## config.mk

```make
export PLATFORM = sky130hd
export DESIGN_NAME = recoded_float32_to_recoded_float64_pipe_flat
export DESIGN_NICKNAME = d
export VERILOG_FILES = /design/src/rtl/recoded_float32_to_recoded_float64_pipe_pkg.sv /design/src/rtl/recoded_float32_to_recoded_float64_pipe_if.sv /design/src/rtl/recoded_float32_to_recoded_float64_pipe_core.sv /design/src/rtl/recoded_float32_to_recoded_float64_pipe.sv /design/src/flat_wrapper.sv
export SDC_FILE = /design/constraint.sdc
export NUM_CORES = 1
export LEC_CHECK = 0
export CORE_ASPECT_RATIO = 0.75
export CORE_MARGIN = 4
export CORE_UTILIZATION = 45
export CTS_CLUSTER_DIAMETER = 120
export DETAILED_ROUTE_END_ITERATION = 10
export GPL_TIMING_DRIVEN = 0
export PLACE_DENSITY = 0.76
export SYNTH_ARGS = -nofsm -noshare
export SYNTH_HDL_FRONTEND = slang
export SYNTH_SLANG_ARGS = --single-unit
```

## constraint.sdc

```tcl
create_clock -name clk -period 1.8 [get_ports clk]
set_clock_uncertainty 0.2 [all_clocks]
set_input_delay 0.45 -clock clk [delete_from_list [all_inputs] [get_ports clk]]
set_output_delay 0.45 -clock clk [all_outputs]
set_load 0.01 [all_outputs]
```

## src/rtl/recoded_float32_to_recoded_float64_pipe_pkg.sv

```systemverilog
`default_nettype none
// ============================================================================
// Module  : recoded_float32_to_recoded_float64_pipe_pkg
// Brief   : Shared FPU constants and classification helper for recoded floats
// Revision: 1.0 - initial release
// ============================================================================
package recoded_float32_to_recoded_float64_pipe_pkg;

   localparam logic [11:0] F32_TO_F64_EXP_DELTA = 12'h700;

   localparam logic [2:0] EXP_ZERO = 3'b000;
   localparam logic [2:0] EXP_INF  = 3'b110;
   localparam logic [2:0] EXP_NAN  = 3'b111;

   localparam int FLAG_INVALID     = 4;
   localparam int FLAG_DIV_BY_ZERO = 3;
   localparam int FLAG_OVERFLOW    = 2;
   localparam int FLAG_UNDERFLOW   = 1;
   localparam int FLAG_INEXACT     = 0;

   typedef enum logic [1:0] {
      CLS_FINITE = 2'd0,
      CLS_ZERO   = 2'd1,
      CLS_INF    = 2'd2,
      CLS_NAN    = 2'd3
   } fp_class_t;

   // Recoded subnormals are already normalised, so only the top three exponent bits matter.
   function automatic fp_class_t classify_f32(input logic [8:0] exp32);
      fp_class_t w_cls;
      case (exp32[8:6])
         EXP_ZERO: w_cls = CLS_ZERO;
         EXP_INF:  w_cls = CLS_INF;
         EXP_NAN:  w_cls = CLS_NAN;
         default:  w_cls = CLS_FINITE;
      endcase
      return w_cls;
   endfunction

endpackage
`default_nettype wire

```

## src/rtl/recoded_float32_to_recoded_float64_pipe_if.sv

```systemverilog
`default_nettype none
// ============================================================================
// Module  : recoded_float32_to_recoded_float64_pipe_if
// Brief   : Operand/result valid-ready bus and flag signals of the f32->f64 pipe
// Revision: 1.0 - initial release
// ============================================================================
interface recoded_float32_to_recoded_float64_pipe_if;
   logic        in_valid;
   logic        in_ready;
   logic [32:0] in;
   logic        out_valid;
   logic        out_ready;
   logic [64:0] out;
   logic [4:0]  out_flags;
   logic [4:0]  accrued_flags;
   logic        clear_flags;

   modport master (
      output in_valid, in, out_ready, clear_flags,
      input  in_ready, out_valid, out, out_flags, accrued_flags
   );

   modport slave (
      input  in_valid, in, out_ready, clear_flags,
      output in_ready, out_valid, out, out_flags, accrued_flags
   );
endinterface
`default_nettype wire

```

## src/rtl/recoded_float32_to_recoded_float64_pipe_core.sv

```systemverilog
`default_nettype none
// ============================================================================
// Module  : recoded_f32_to_f64_core
// Brief   : Combinational exact widening of a recoded f32 to a recoded f64
// Revision: 1.0 - initial release
// ============================================================================
module recoded_f32_to_f64_core
   import recoded_float32_to_recoded_float64_pipe_pkg::*;
(
   input  logic [32:0] i_op,
   input  fp_class_t   i_cls,
   output logic [64:0] o_res,
   output logic [4:0]  o_flags
);

   always_comb begin
      o_res     = '0;
      o_flags   = '0;
      o_res[64] = i_op[32];
      case (i_cls)
         CLS_ZERO, CLS_INF: begin
            o_res[63:52] = {i_op[31:29], 9'b0};
         end
         // Quiet the NaN on the way out; a signaling input raises invalid.
         CLS_NAN: begin
            o_res[63:52]          = {EXP_NAN, 9'b0};
            o_res[51:0]           = {1'b1, i_op[21:0], 29'b0};
            o_flags[FLAG_INVALID] = ~i_op[22];
         end
         default: begin
            o_res[63:52] = {3'b000, i_op[31:23]} + F32_TO_F64_EXP_DELTA;
            o_res[51:0]  = {i_op[22:0], 29'b0};
         end
      endcase
   end

endmodule
`default_nettype wire

```

## src/rtl/recoded_float32_to_recoded_float64_pipe.sv

```systemverilog
`default_nettype none
// ============================================================================
// Module  : recoded_float32_to_recoded_float64_pipe
// Brief   : Two-stage valid/ready pipe around the recoded f32->f64 widening core
// Revision: 1.0 - initial release
// ============================================================================
module recoded_float32_to_recoded_float64_pipe
   import recoded_float32_to_recoded_float64_pipe_pkg::*;
#(
   parameter int DEPTH_STAGES = 2
)
(
   input  logic clk,
   input  logic reset,
   recoded_float32_to_recoded_float64_pipe_if.slave bus
);

   if (DEPTH_STAGES != 2) begin : g_depth_check
      $error("recoded_float32_to_recoded_float64_pipe supports only DEPTH_STAGES == 2");
   end

   logic        r_s1_valid;
   logic [32:0] r_s1_op;
   fp_class_t   r_s1_cls;
   logic        r_s2_valid;
   logic [64:0] r_s2_res;
   logic [4:0]  r_s2_flags;
   logic [4:0]  r_accrued;

   logic        w_s2_load;
   logic        w_s1_load;
   logic        w_consume;
   logic [64:0] w_core_res;
   logic [4:0]  w_core_flags;

   assign w_s2_load = !r_s2_valid || bus.out_ready;
   assign w_s1_load = !r_s1_valid || w_s2_load;
   assign w_consume = r_s2_valid && bus.out_ready;

   recoded_f32_to_f64_core u_core (
      .i_op    (r_s1_op),
      .i_cls   (r_s1_cls),
      .o_res   (w_core_res),
      .o_flags (w_core_flags)
   );

   always_ff @(posedge clk) begin
      if (reset) begin
         r_s1_valid <= 1'b0;
         r_s1_op    <= '0;
         r_s1_cls   <= CLS_ZERO;
         r_s2_valid <= 1'b0;
         r_s2_res   <= '0;
         r_s2_flags <= '0;
         r_accrued  <= '0;
      end else begin
         if (w_s1_load) begin
            r_s1_valid <= bus.in_valid;
            if (bus.in_valid) begin
               r_s1_op  <= bus.in;
               r_s1_cls <= classify_f32(bus.in[31:23]);
            end
         end
         if (w_s2_load) begin
            r_s2_valid <= r_s1_valid;
            if (r_s1_valid) begin
               r_s2_res   <= w_core_res;
               r_s2_flags <= w_core_flags;
            end
         end
         // A consume in the same cycle as a clear keeps its flags.
         r_accrued <= (bus.clear_flags ? 5'b0 : r_accrued) | (w_consume ? r_s2_flags : 5'b0);
      end
   end

   assign bus.in_ready      = !reset && w_s1_load;
   assign bus.out_valid     = r_s2_valid;
   assign bus.out           = r_s2_res;
   assign bus.out_flags     = r_s2_flags;
   assign bus.accrued_flags = r_accrued;

endmodule
`default_nettype wire

```

## src/flat_wrapper.sv

```systemverilog
// flat-port wrapper written by rule: the top's interface ports become plain ports
module recoded_float32_to_recoded_float64_pipe_flat import recoded_float32_to_recoded_float64_pipe_pkg::*;
#(
   parameter int DEPTH_STAGES = 2
)
  (clk, reset, bus_in_valid, bus_in, bus_out_ready, bus_clear_flags, bus_in_ready, bus_out_valid, bus_out, bus_out_flags, bus_accrued_flags);
  recoded_float32_to_recoded_float64_pipe_if bus_i ();
  input  logic clk;
  input  logic reset;
  input wire logic [$bits(bus_i.in_valid)-1:0] bus_in_valid;
  input wire logic [$bits(bus_i.in)-1:0] bus_in;
  input wire logic [$bits(bus_i.out_ready)-1:0] bus_out_ready;
  input wire logic [$bits(bus_i.clear_flags)-1:0] bus_clear_flags;
  output wire logic [$bits(bus_i.in_ready)-1:0] bus_in_ready;
  output wire logic [$bits(bus_i.out_valid)-1:0] bus_out_valid;
  output wire logic [$bits(bus_i.out)-1:0] bus_out;
  output wire logic [$bits(bus_i.out_flags)-1:0] bus_out_flags;
  output wire logic [$bits(bus_i.accrued_flags)-1:0] bus_accrued_flags;
  assign bus_i.in_valid = bus_in_valid;
  assign bus_i.in = bus_in;
  assign bus_i.out_ready = bus_out_ready;
  assign bus_i.clear_flags = bus_clear_flags;
  assign bus_in_ready = bus_i.in_ready;
  assign bus_out_valid = bus_i.out_valid;
  assign bus_out = bus_i.out;
  assign bus_out_flags = bus_i.out_flags;
  assign bus_accrued_flags = bus_i.accrued_flags;
  recoded_float32_to_recoded_float64_pipe #(.DEPTH_STAGES(DEPTH_STAGES)) u_core (.clk(clk), .reset(reset), .bus(bus_i));
endmodule
```

==> results of run 1 <==
what timing repair did:
action	in CTS	in global routing
endpoints found under the setup margin	96	23
hold endpoints to repair	0	0
resized for setup	61	15
buffers inserted	5	6
worst min-delay path, cell delays in order:
cell and delay [ps]:
clkbuf_2 120, inv_1 80, o21ai_0 110
routing by layer:
metal | GRT usage [%] | vias up | wire length, um
li1 | - | 1606 | -
met1 | 29.72 | 1544 | 4271
met2 | 36.35 | 167 | 4492
met3 | 7.698 | 21 | 882
met4 | 6.468 | 0 | 157
met5 | 0 | - | 0
flip-flops by register name (all words and copies together) (netlist names):
signal	cells
u_core.bus.out	36
u_core.bus.out_valid	1
u_core.r_s1_cls	2
u_core.bus.accrued_flags	1
u_core.bus.out_flags	1
u_core.r_s1_valid	1
u_core.r_s1_op	33
per-stage QoR:
stage                     power, mW  util (%)  cell area [um^2]  instances
after CTS                     3.562     65.08              4509        622
after floorplan               2.075         -              3397        427
after global placement        2.254     61.77              4280        601
after global routing          3.712     65.55              4542        627
after detailed placement      2.264     61.77              4280        601
final                         3.575     65.55              4542        627
layout by cell type (no fill, tap or decap), drive strengths merged, types with 2 or more instances in the layout:
| cell | count |
|---|---|
| a211oi | 2 |
| a21oi | 74 |
| a311oi | 2 |
| a32o | 2 |
| buf | 67 |
| clkbuf | 35 |
| clkdlybuf4s50 | 34 |
| clkinv | 3 |
| conb | 37 |
| dfxtp | 75 |
| dlygate4sd2 | 38 |
| ha | 2 |
| inv | 5 |
| nand2b | 2 |
| nand3 | 35 |
| nand4 | 31 |
| nand4b | 2 |
| nor2 | 2 |
| nor3 | 3 |
| o21ai | 68 |
worst min-delay path by stage:
stage                             startpoint                  to  slack, ps
final                                  reset  u_core.r_s1_cls[0]        260
after global routing            bus_in_valid   u_core.r_s1_op[2]        270
after CTS                       bus_in_valid  u_core.r_s1_cls[1]        260
after detailed placement   u_core.r_s1_op[5]  u_core.bus.out[34]        260
after global placement    u_core.r_s1_op[21]  u_core.bus.out[50]        250
after floorplan            u_core.r_s1_op[2]  u_core.bus.out[31]        250
area by class of cell:
type / instances / area, um^2 / area share, %
Timing Repair Buffer: 87 / 782.0 / 17.22
Buffer: 76 / 495.5 / 10.91
Clock inverter: 4 / 48.80 / 1.074
Tap cell: 98 / 122.6 / 2.700
Sequential cell: 75 / 1506 / 33.17
Clock buffer: 12 / 155.1 / 3.416
Inverter: 5 / 18.77 / 0.4132
Multi-Input combinational cell: 270 / 1413 / 31.10
power breakdown:
part	switching, mW	total, mW	internal [mW]
logic	0.271	0.500	0.229
registers	0.0335	1.75	1.72
clock network	0.609	1.32	0.714
total	0.914	3.58	2.66
logic make-up (layout without fill, tap and decap cells):
family | count (synthesis) | after routing
adder cells (fa/ha/maj) | 2 | 2
AND/OR/NAND/NOR | 82 | 82
buffers and inverters | 82 | 184
AO/OA/AOI/OAI | 148 | 148
multiplexers | 1 | 1
flip-flops | 75 | 75
other | 1 | 37
cell usage after synthesis (all sizes together):
cell type / count / share of area (%)
a211oi: 2 / 0.46
nand2: 1 / 0.11
dfxtp: 75 / 46
nand3b: 1 / 0.35
clkbuf: 20 / 2.4
conb: 1 / 0.11
nand4b: 2 / 0.54
nor4: 1 / 0.19
nand3: 35 / 5.4
a32o: 2 / 0.61
mux2i: 1 / 0.31
a21oi: 74 / 11
buf: 57 / 12
ha: 2 / 0.77
or2: 1 / 0.19
nor2b: 1 / 0.19
nor3: 3 / 0.46
inv: 5 / 0.58
o21ai: 68 / 10
and3b: 1 / 0.27
a311oi: 2 / 0.54
nand4: 31 / 5.9
nand2b: 2 / 0.38
nor2: 2 / 0.23
and3: 1 / 0.19
==> metrics.txt, run 1 <==
# TYPE chip_impl_metric gauge
chip_impl_metric{name="drtAntennaViolNets",unit=""} 0
chip_impl_metric{name="floorplan.die.height",unit="um"} 81.73
chip_impl_info{name="worst_setup_path_start_kind",value="input port"} 1
chip_impl_metric{name="grt.total_usage",unit="%"} 22.80
chip_impl_metric{name="fin_tns_setup",unit="ps"} -40.23
chip_impl_metric{name="area.growth.synth_to_final",unit="%"} 39.24
chip_impl_metric{name="critPathMaxFanout",unit=""} 8
chip_impl_info{name="startpoint_of_the_worst_slack_reg_to_reg_timing_path",value="u_core.r_s1_cls[0]"} 1
chip_impl_metric{name="max_cap_violations",unit=""} 0
chip_impl_metric{name="holdBufCountCts",unit=""} 0
chip_impl_metric{name="std_cell_rows",unit=""} 26
chip_impl_metric{name="place_worst_setup_slack",unit="ps"} -1209
chip_impl_metric{name="wl",unit="um"} 9803
chip_impl_info{name="crit_path_start",value="bus_out_ready"} 1
chip_impl_metric{name="leakage",unit="nW"} 1.991
chip_impl_metric{name="period_share",unit="%"} 102.2
chip_impl_metric{name="count_of_port_buffers_added_during_placement",unit=""} 76
chip_impl_metric{name="synth_seq_cells",unit=""} 75
chip_impl_info{name="cts.root.buffer_cell",value="clkbuf_8"} 1
chip_impl_metric{name="clock_sinks",unit=""} 75
chip_impl_metric{name="wire_per_inst",unit="um"} 15.63
chip_impl_metric{name="slowest_delay",unit="ps"} 230
chip_impl_metric{name="design.final.nets",unit=""} 564
chip_impl_info{name="critical_path_class",value="input port to output pin"} 1
chip_impl_metric{name="tritoncts.num_buffers",unit=""} 9
chip_impl_info{name="grt_setup_unrepaired",value="yes"} 1
chip_impl_metric{name="h_tree_depth_reported_by_cts",unit=""} 3
chip_impl_metric{name="routed_via_density",unit=""} 5.324
chip_impl_metric{name="layout_min_cycle_time",unit="ps"} 1840
chip_impl_metric{name="crit_buf_inv",unit=""} 3
chip_impl_metric{name="grt_antenna_before_repair",unit=""} 0
chip_impl_info{name="critPathTopFamily",value="buffers and inverters"} 1
chip_impl_metric{name="maximum_number_of_pins_on_one_net_before_global_route_repair",unit=""} 13
chip_impl_metric{name="floorplan.die_area",unit="um^2"} 8689
chip_impl_info{name="timing.critical_path.to",value="bus_in_ready"} 1
chip_impl_metric{name="max_slew_margin",unit="%"} 62.59
chip_impl_metric{name="vdd_drop_max",unit="V"} 0.0004025
chip_impl_metric{name="worstMarginPinSlew",unit="ps"} 561.2
chip_impl_info{name="timing.critical_path.slowest_stage_cell",value="and3b_1"} 1
chip_impl_metric{name="vias",unit=""} 3338
chip_impl_metric{name="floorplan.io_pins",unit=""} 115
chip_impl_metric{name="yosys.area_share.xor_xnor",unit="%"} 0
chip_impl_metric{name="crit_cells",unit=""} 5
chip_impl_metric{name="drc",unit=""} 0
chip_impl_metric{name="dpl.hpwl",unit="um"} 6877
chip_impl_info{name="critical_path.cell_chain",value="clkdlybuf4s15_2, and3b_1, buf_6, nor2_2, buf_2"} 1
chip_impl_metric{name="syn_area_per_cell",unit="um^2"} 8.342
chip_impl_metric{name="diodes",unit=""} 0
chip_impl_info{name="violations_in_the_final_reports",value="setup timing"} 1
chip_impl_info{name="synth_top_family_by_area",value="compound AO/OA/AOI/OAI gates"} 1
chip_impl_metric{name="clock_path_buffers",unit=""} 2
chip_impl_metric{name="slew_viol_final",unit=""} 0
chip_impl_metric{name="worst_hold_slack",unit="ps"} 264.0
chip_impl_info{name="kind_of_end_point_of_the_critical_path",value="output pin"} 1
chip_impl_metric{name="report.final.hold_viol_count",unit=""} 0
chip_impl_metric{name="remaining_global_route_overflow",unit=""} 0
chip_impl_info{name="tritoncts",value="built"} 1
chip_impl_metric{name="synthMuxAreaShare",unit="%"} 0.3069
chip_impl_metric{name="floorplan.initialDensity",unit="%"} 47.07
chip_impl_metric{name="synth_compound_gate_area_share",unit="%"} 23.40
chip_impl_metric{name="r2r_setup_slack",unit="ps"} 30
chip_impl_metric{name="synthCells",unit=""} 391
chip_impl_metric{name="layout.filler_cells",unit=""} 615
chip_impl_metric{name="post_route_cells_drive_above_1_share",unit="%"} 18.71
chip_impl_metric{name="setup_failing_eps_final",unit=""} 1
chip_impl_metric{name="chipWidth",unit="um"} 106.3
chip_impl_metric{name="routabilityCongestion",unit=""} 0.8280
chip_impl_metric{name="synth_area_in_adders",unit="%"} 0.7672
chip_impl_metric{name="grt_pass1_vias",unit=""} 3170
chip_impl_metric{name="worst_ep_arrival_time",unit="ps"} 1190
chip_impl_metric{name="firstDrtPassIters",unit=""} 6
chip_impl_metric{name="yosysSeqAreaShare",unit="%"} 46.03
chip_impl_metric{name="clock_latency",unit="ps"} 350
chip_impl_metric{name="synthesis.yosys.warnings",unit=""} 0
chip_impl_metric{name="wire_length_of_the_first_global_routing_pass",unit="um"} 15680
chip_impl_metric{name="mappedNetlistArea",unit="um^2"} 3262
chip_impl_metric{name="post_synth_num_cell_types",unit=""} 29
chip_impl_info{name="regToRegEndpoint",value="u_core.bus.out[62]"} 1
chip_impl_metric{name="power_density",unit="nW/um^2"} 787.1
chip_impl_metric{name="timing.hold.worst_path_depth",unit=""} 3
chip_impl_info{name="hold_path_class",value="input port to flop"} 1
chip_impl_info{name="status",value="finished, violations left"} 1
chip_impl_metric{name="worst_setup_hold_path_clk_slew",unit="ps"} 70
chip_impl_metric{name="peak_clock_frequency_supported_by_timing",unit="MHz"} 543.4
chip_impl_metric{name="layout_setup_ws",unit="ps"} -40.23
chip_impl_metric{name="synthSimpleGateAreaFrac",unit="%"} 14.42
chip_impl_metric{name="core_area",unit="um^2"} 6929
chip_impl_metric{name="worst-r2r-cell-count",unit=""} 5
chip_impl_metric{name="drtIter0Drc",unit=""} 278
chip_impl_metric{name="required",unit="ps"} 1150
No activity file was read; power rests on OpenSTA's default activity.
==> run 2: changes to the inputs <==
--- a/config.mk
+++ b/config.mk
@@ -12,6 +12,7 @@
 export DETAILED_ROUTE_END_ITERATION = 10
 export GPL_TIMING_DRIVEN = 0
 export PLACE_DENSITY = 0.76
+export SLEW_MARGIN = 20
 export SYNTH_ARGS = -nofsm -noshare
 export SYNTH_HDL_FRONTEND = slang
 export SYNTH_SLANG_ARGS = --single-unit
==> results of run 2 <==
The final DEF is identical to that of run 1; final timing and power are the same.
==> run 3: changes to the inputs <==
--- a/config.mk
+++ b/config.mk
@@ -5,13 +5,15 @@
 export SDC_FILE = /design/constraint.sdc
 export NUM_CORES = 1
 export LEC_CHECK = 0
+export CELL_PAD_IN_SITES_DETAIL_PLACEMENT = 2
+export CELL_PAD_IN_SITES_GLOBAL_PLACEMENT = 2
 export CORE_ASPECT_RATIO = 0.75
-export CORE_MARGIN = 4
-export CORE_UTILIZATION = 45
+export CORE_UTILIZATION = 25
 export CTS_CLUSTER_DIAMETER = 120
 export DETAILED_ROUTE_END_ITERATION = 10
 export GPL_TIMING_DRIVEN = 0
-export PLACE_DENSITY = 0.76
+export PLACE_DENSITY = 0.75
+export RECOVER_POWER = 100
 export SLEW_MARGIN = 20
 export SYNTH_ARGS = -nofsm -noshare
 export SYNTH_HDL_FRONTEND = slang
==> run 3 against run 2 <==
  * The flow now finishes without violations
  * Routed wire length increased by 21%
  * Non-clock buffer count fell by 7
  * Sequential power is essentially flat
  * Global-route usage down 4.4 points
  * Largest power group unchanged
  * Count of clock-buffer cells in the layout grew 1
  * Highest routed layer unchanged
  * Worst setup slack better by 60 ps
==> metrics.txt, run 3 (synthesized netlist as in run 1, its figures left out) <==
# TYPE chip_impl_metric gauge
chip_impl_metric{name="design.final.nets",unit=""} 557
chip_impl_metric{name="power_density",unit="nW/um^2"} 849.9
chip_impl_info{name="crit_path_start",value="u_core.bus.out_valid"} 1
chip_impl_metric{name="dp.cells",unit=""} 669
chip_impl_metric{name="worst_setup_hold_path_clk_slew",unit="ps"} 60
chip_impl_metric{name="leakage",unit="nW"} 1.995
chip_impl_metric{name="largest_register_ffs",unit=""} 36
chip_impl_metric{name="floorplan.initialDensity",unit="%"} 26.14
chip_impl_metric{name="h_tree_depth_reported_by_cts",unit=""} 3
chip_impl_metric{name="grt_pass1_vias",unit=""} 3419
chip_impl_metric{name="post_route_cells_drive_above_1_share",unit="%"} 18.43
chip_impl_metric{name="worstMarginPinSlew",unit="ps"} 599.6
chip_impl_info{name="worst_setup_path_start_kind",value="flop"} 1
chip_impl_metric{name="std_cell_rows",unit=""} 35
chip_impl_metric{name="finalNonFillerCells",unit=""} 687
chip_impl_metric{name="clock_latency",unit="ps"} 330
chip_impl_metric{name="firstDrtPassIters",unit=""} 6
chip_impl_metric{name="slowest_delay",unit="ps"} 340
chip_impl_metric{name="remaining_global_route_overflow",unit=""} 0
chip_impl_info{name="regToRegEndpoint",value="u_core.bus.out[42]"} 1
chip_impl_metric{name="internal_power",unit="mW"} 2.981
chip_impl_metric{name="max_cap_violations",unit=""} 0
chip_impl_metric{name="floorplan.die_area",unit="um^2"} 13510
chip_impl_info{name="kind_of_end_point_of_the_critical_path",value="output pin"} 1
chip_impl_metric{name="clock_sinks",unit=""} 75
chip_impl_metric{name="switchingPower",unit="uW"} 973.4
chip_impl_metric{name="diodes",unit=""} 0
chip_impl_metric{name="clock_path_buffers",unit=""} 2
chip_impl_metric{name="tritoncts.num_buffers",unit=""} 9
chip_impl_metric{name="required",unit="ps"} 1150
chip_impl_metric{name="grt_antenna_before_repair",unit=""} 0
chip_impl_metric{name="report.final.hold_viol_count",unit=""} 0
chip_impl_info{name="timing.critical_path.slowest_stage_cell",value="dfxtp_4"} 1
chip_impl_info{name="tritoncts",value="built"} 1
chip_impl_metric{name="worst-r2r-cell-count",unit=""} 6
chip_impl_info{name="startpoint_of_the_worst_slack_reg_to_reg_timing_path",value="u_core.r_s1_cls[1]"} 1
chip_impl_info{name="critical_path_class",value="flop to output pin"} 1
chip_impl_metric{name="wire_length_of_the_first_global_routing_pass",unit="um"} 18860
chip_impl_info{name="grt_setup_unrepaired",value="yes"} 1
chip_impl_metric{name="peak_clock_frequency_supported_by_timing",unit="MHz"} 561.9
chip_impl_metric{name="routabilityCongestion",unit=""} 0.7777
chip_impl_metric{name="postLayoutCoreUtil",unit="%"} 37.28
chip_impl_metric{name="fin_tns_setup",unit="ps"} 0
chip_impl_metric{name="layout_setup_ws",unit="ps"} 20.23
chip_impl_metric{name="holdBufCountCts",unit=""} 0
chip_impl_metric{name="chipWidth",unit="um"} 133.9
chip_impl_metric{name="layout.filler_cells",unit=""} 1444
chip_impl_metric{name="drc",unit=""} 0
chip_impl_metric{name="critPathMaxFanout",unit=""} 3
chip_impl_metric{name="wl",unit="um"} 11870
chip_impl_metric{name="core_area",unit="um^2"} 12480
chip_impl_metric{name="clkPwrFrac",unit="%"} 42.7
chip_impl_metric{name="sw_frac_of_total",unit="%"} 24.61
chip_impl_metric{name="period_share",unit="%"} 98.88
chip_impl_metric{name="wire_per_inst",unit="um"} 17.27
chip_impl_metric{name="setup_failing_eps_final",unit=""} 0
chip_impl_info{name="hold_path_class",value="input port to flop"} 1
chip_impl_metric{name="floorplan.io_pins",unit=""} 115
chip_impl_metric{name="maximum_number_of_pins_on_one_net_before_global_route_repair",unit=""} 12
chip_impl_metric{name="grt.total_usage",unit="%"} 18.38
chip_impl_info{name="commonest_cells_after_routing_fill_and_taps_aside",value="74 x a21oi_1, 71 x dfxtp_1, 44 x buf_4"} 1
chip_impl_metric{name="vdd_drop_max",unit="V"} 0.0004800
chip_impl_metric{name="drtIter0Drc",unit=""} 100
chip_impl_metric{name="combPwrFrac",unit="%"} 12.9
chip_impl_metric{name="area.growth.synth_to_final",unit="%"} 42.65
chip_impl_metric{name="fin_total_pwr",unit="mW"} 3.955
chip_impl_metric{name="count_of_port_buffers_added_during_placement",unit=""} 76
chip_impl_info{name="most_common_library_cell_in_the_layout_ignoring_fill_and_taps",value="a21oi_1"} 1
chip_impl_metric{name="layout_min_cycle_time",unit="ps"} 1780
chip_impl_metric{name="drtAntennaViolNets",unit=""} 0
chip_impl_metric{name="timing.hold.worst_path_depth",unit=""} 3
chip_impl_info{name="cts.root.buffer_cell",value="clkbuf_16"} 1
chip_impl_info{name="timing.critical_path.to",value="bus_in_ready"} 1
chip_impl_metric{name="dpl.hpwl",unit="um"} 8593
chip_impl_info{name="status",value="finished, final reports clean"} 1
chip_impl_metric{name="max_slew_margin",unit="%"} 60.02
chip_impl_metric{name="power.share.sequential",unit="%"} 44.4
chip_impl_metric{name="routed_via_density",unit=""} 4.753
chip_impl_metric{name="slew_viol_final",unit=""} 0
chip_impl_metric{name="r2r_setup_slack",unit="ps"} 130
chip_impl_metric{name="vias",unit=""} 3265
chip_impl_metric{name="floorplan.die.height",unit="um"} 100.9
chip_impl_metric{name="worst_ep_arrival_time",unit="ps"} 1130
chip_impl_info{name="critical_path.cell_chain",value="and3b_2, nor2_2, buf_2"} 1
chip_impl_metric{name="place_worst_setup_slack",unit="ps"} -1366
run 3: cell types whose count changed in the layout (fill, tap and decap cells not counted), sizes merged:
cell / before / now
buf: 67 / 61
bufinv: 1 / 0
clkdlybuf4s15: 1 / 0
clkinv: 3 / 2
dlygate4sd2: 38 / 39
run 3: worst min path at each step:
stage	endpoint	startpoint	slack [ps]
after detailed placement	u_core.bus.out[50]	u_core.r_s1_op[21]	260
after CTS	u_core.bus.accrued_flags[4]	bus_out_ready	250
after global placement	u_core.bus.out[50]	u_core.r_s1_op[21]	260
after global routing	u_core.r_s1_cls[0]	reset	220
after floorplan	u_core.bus.out[31]	u_core.r_s1_op[2]	250
final	u_core.r_s1_cls[0]	reset	210
run 3: worst max-delay path, delay by kind of cell (launching register included):
kind | cells | cell delay, ps
DFF | 1 | 340
and+or+nand+nor | 2 | 330
buffers and inverters | 1 | 130
run 3: area by class of cell:
| cell class | instances | area (um^2) | area share, % |
|---|---|---|---|
| clock inverter | 2 | 10.01 | 0.2151 |
| inverter | 5 | 18.77 | 0.4033 |
| timing repair buffer | 81 | 734.5 | 15.78 |
| multi-input combinational | 270 | 1416 | 30.44 |
| tap | 166 | 207.7 | 4.464 |
| clock buffer | 13 | 270.3 | 5.808 |
| sequential | 75 | 1509 | 32.43 |
| buffer | 75 | 486.7 | 10.46 |
run 3: per-layer routing:
| layer | vias up | global-route usage [%] | routed length (um) |
|---|---|---|---|
| li1 | 1586 | - | - |
| met1 | 1585 | 24.16 | 5612 |
| met2 | 82 | 30.57 | 5549 |
| met3 | 12 | 4.022 | 577 |
| met4 | 0 | 4.458 | 127 |
| met5 | - | 0 | 0 |
run 3: through the flow:
stage / area (um^2) / hold WS [ps]
floorplan: 3397 / 247.2
global placement: 4365 / 259.6
detailed placement: 4365 / 264.8
CTS: 4664 / 252.8
global route: 4653 / 224.2
finish: 4653 / 206.4
run 3: repair_timing:
item / in CTS / in global routing
setup buffers: 5 / 0
setup endpoints to repair: 109 / 32
resized for setup: 63 / 20
pin swaps: 1 / 1
run 3: power groups by stage:
stage               combinational (mW)  sequential (mW)  clock [mW]
floorplan                        0.288             1.79           0
global placement                 0.480             1.79           0
detailed placement               0.495             1.79           0
CTS                              0.502             1.76        1.73
global route                     0.557             1.76        1.81
finish                           0.509             1.76        1.69
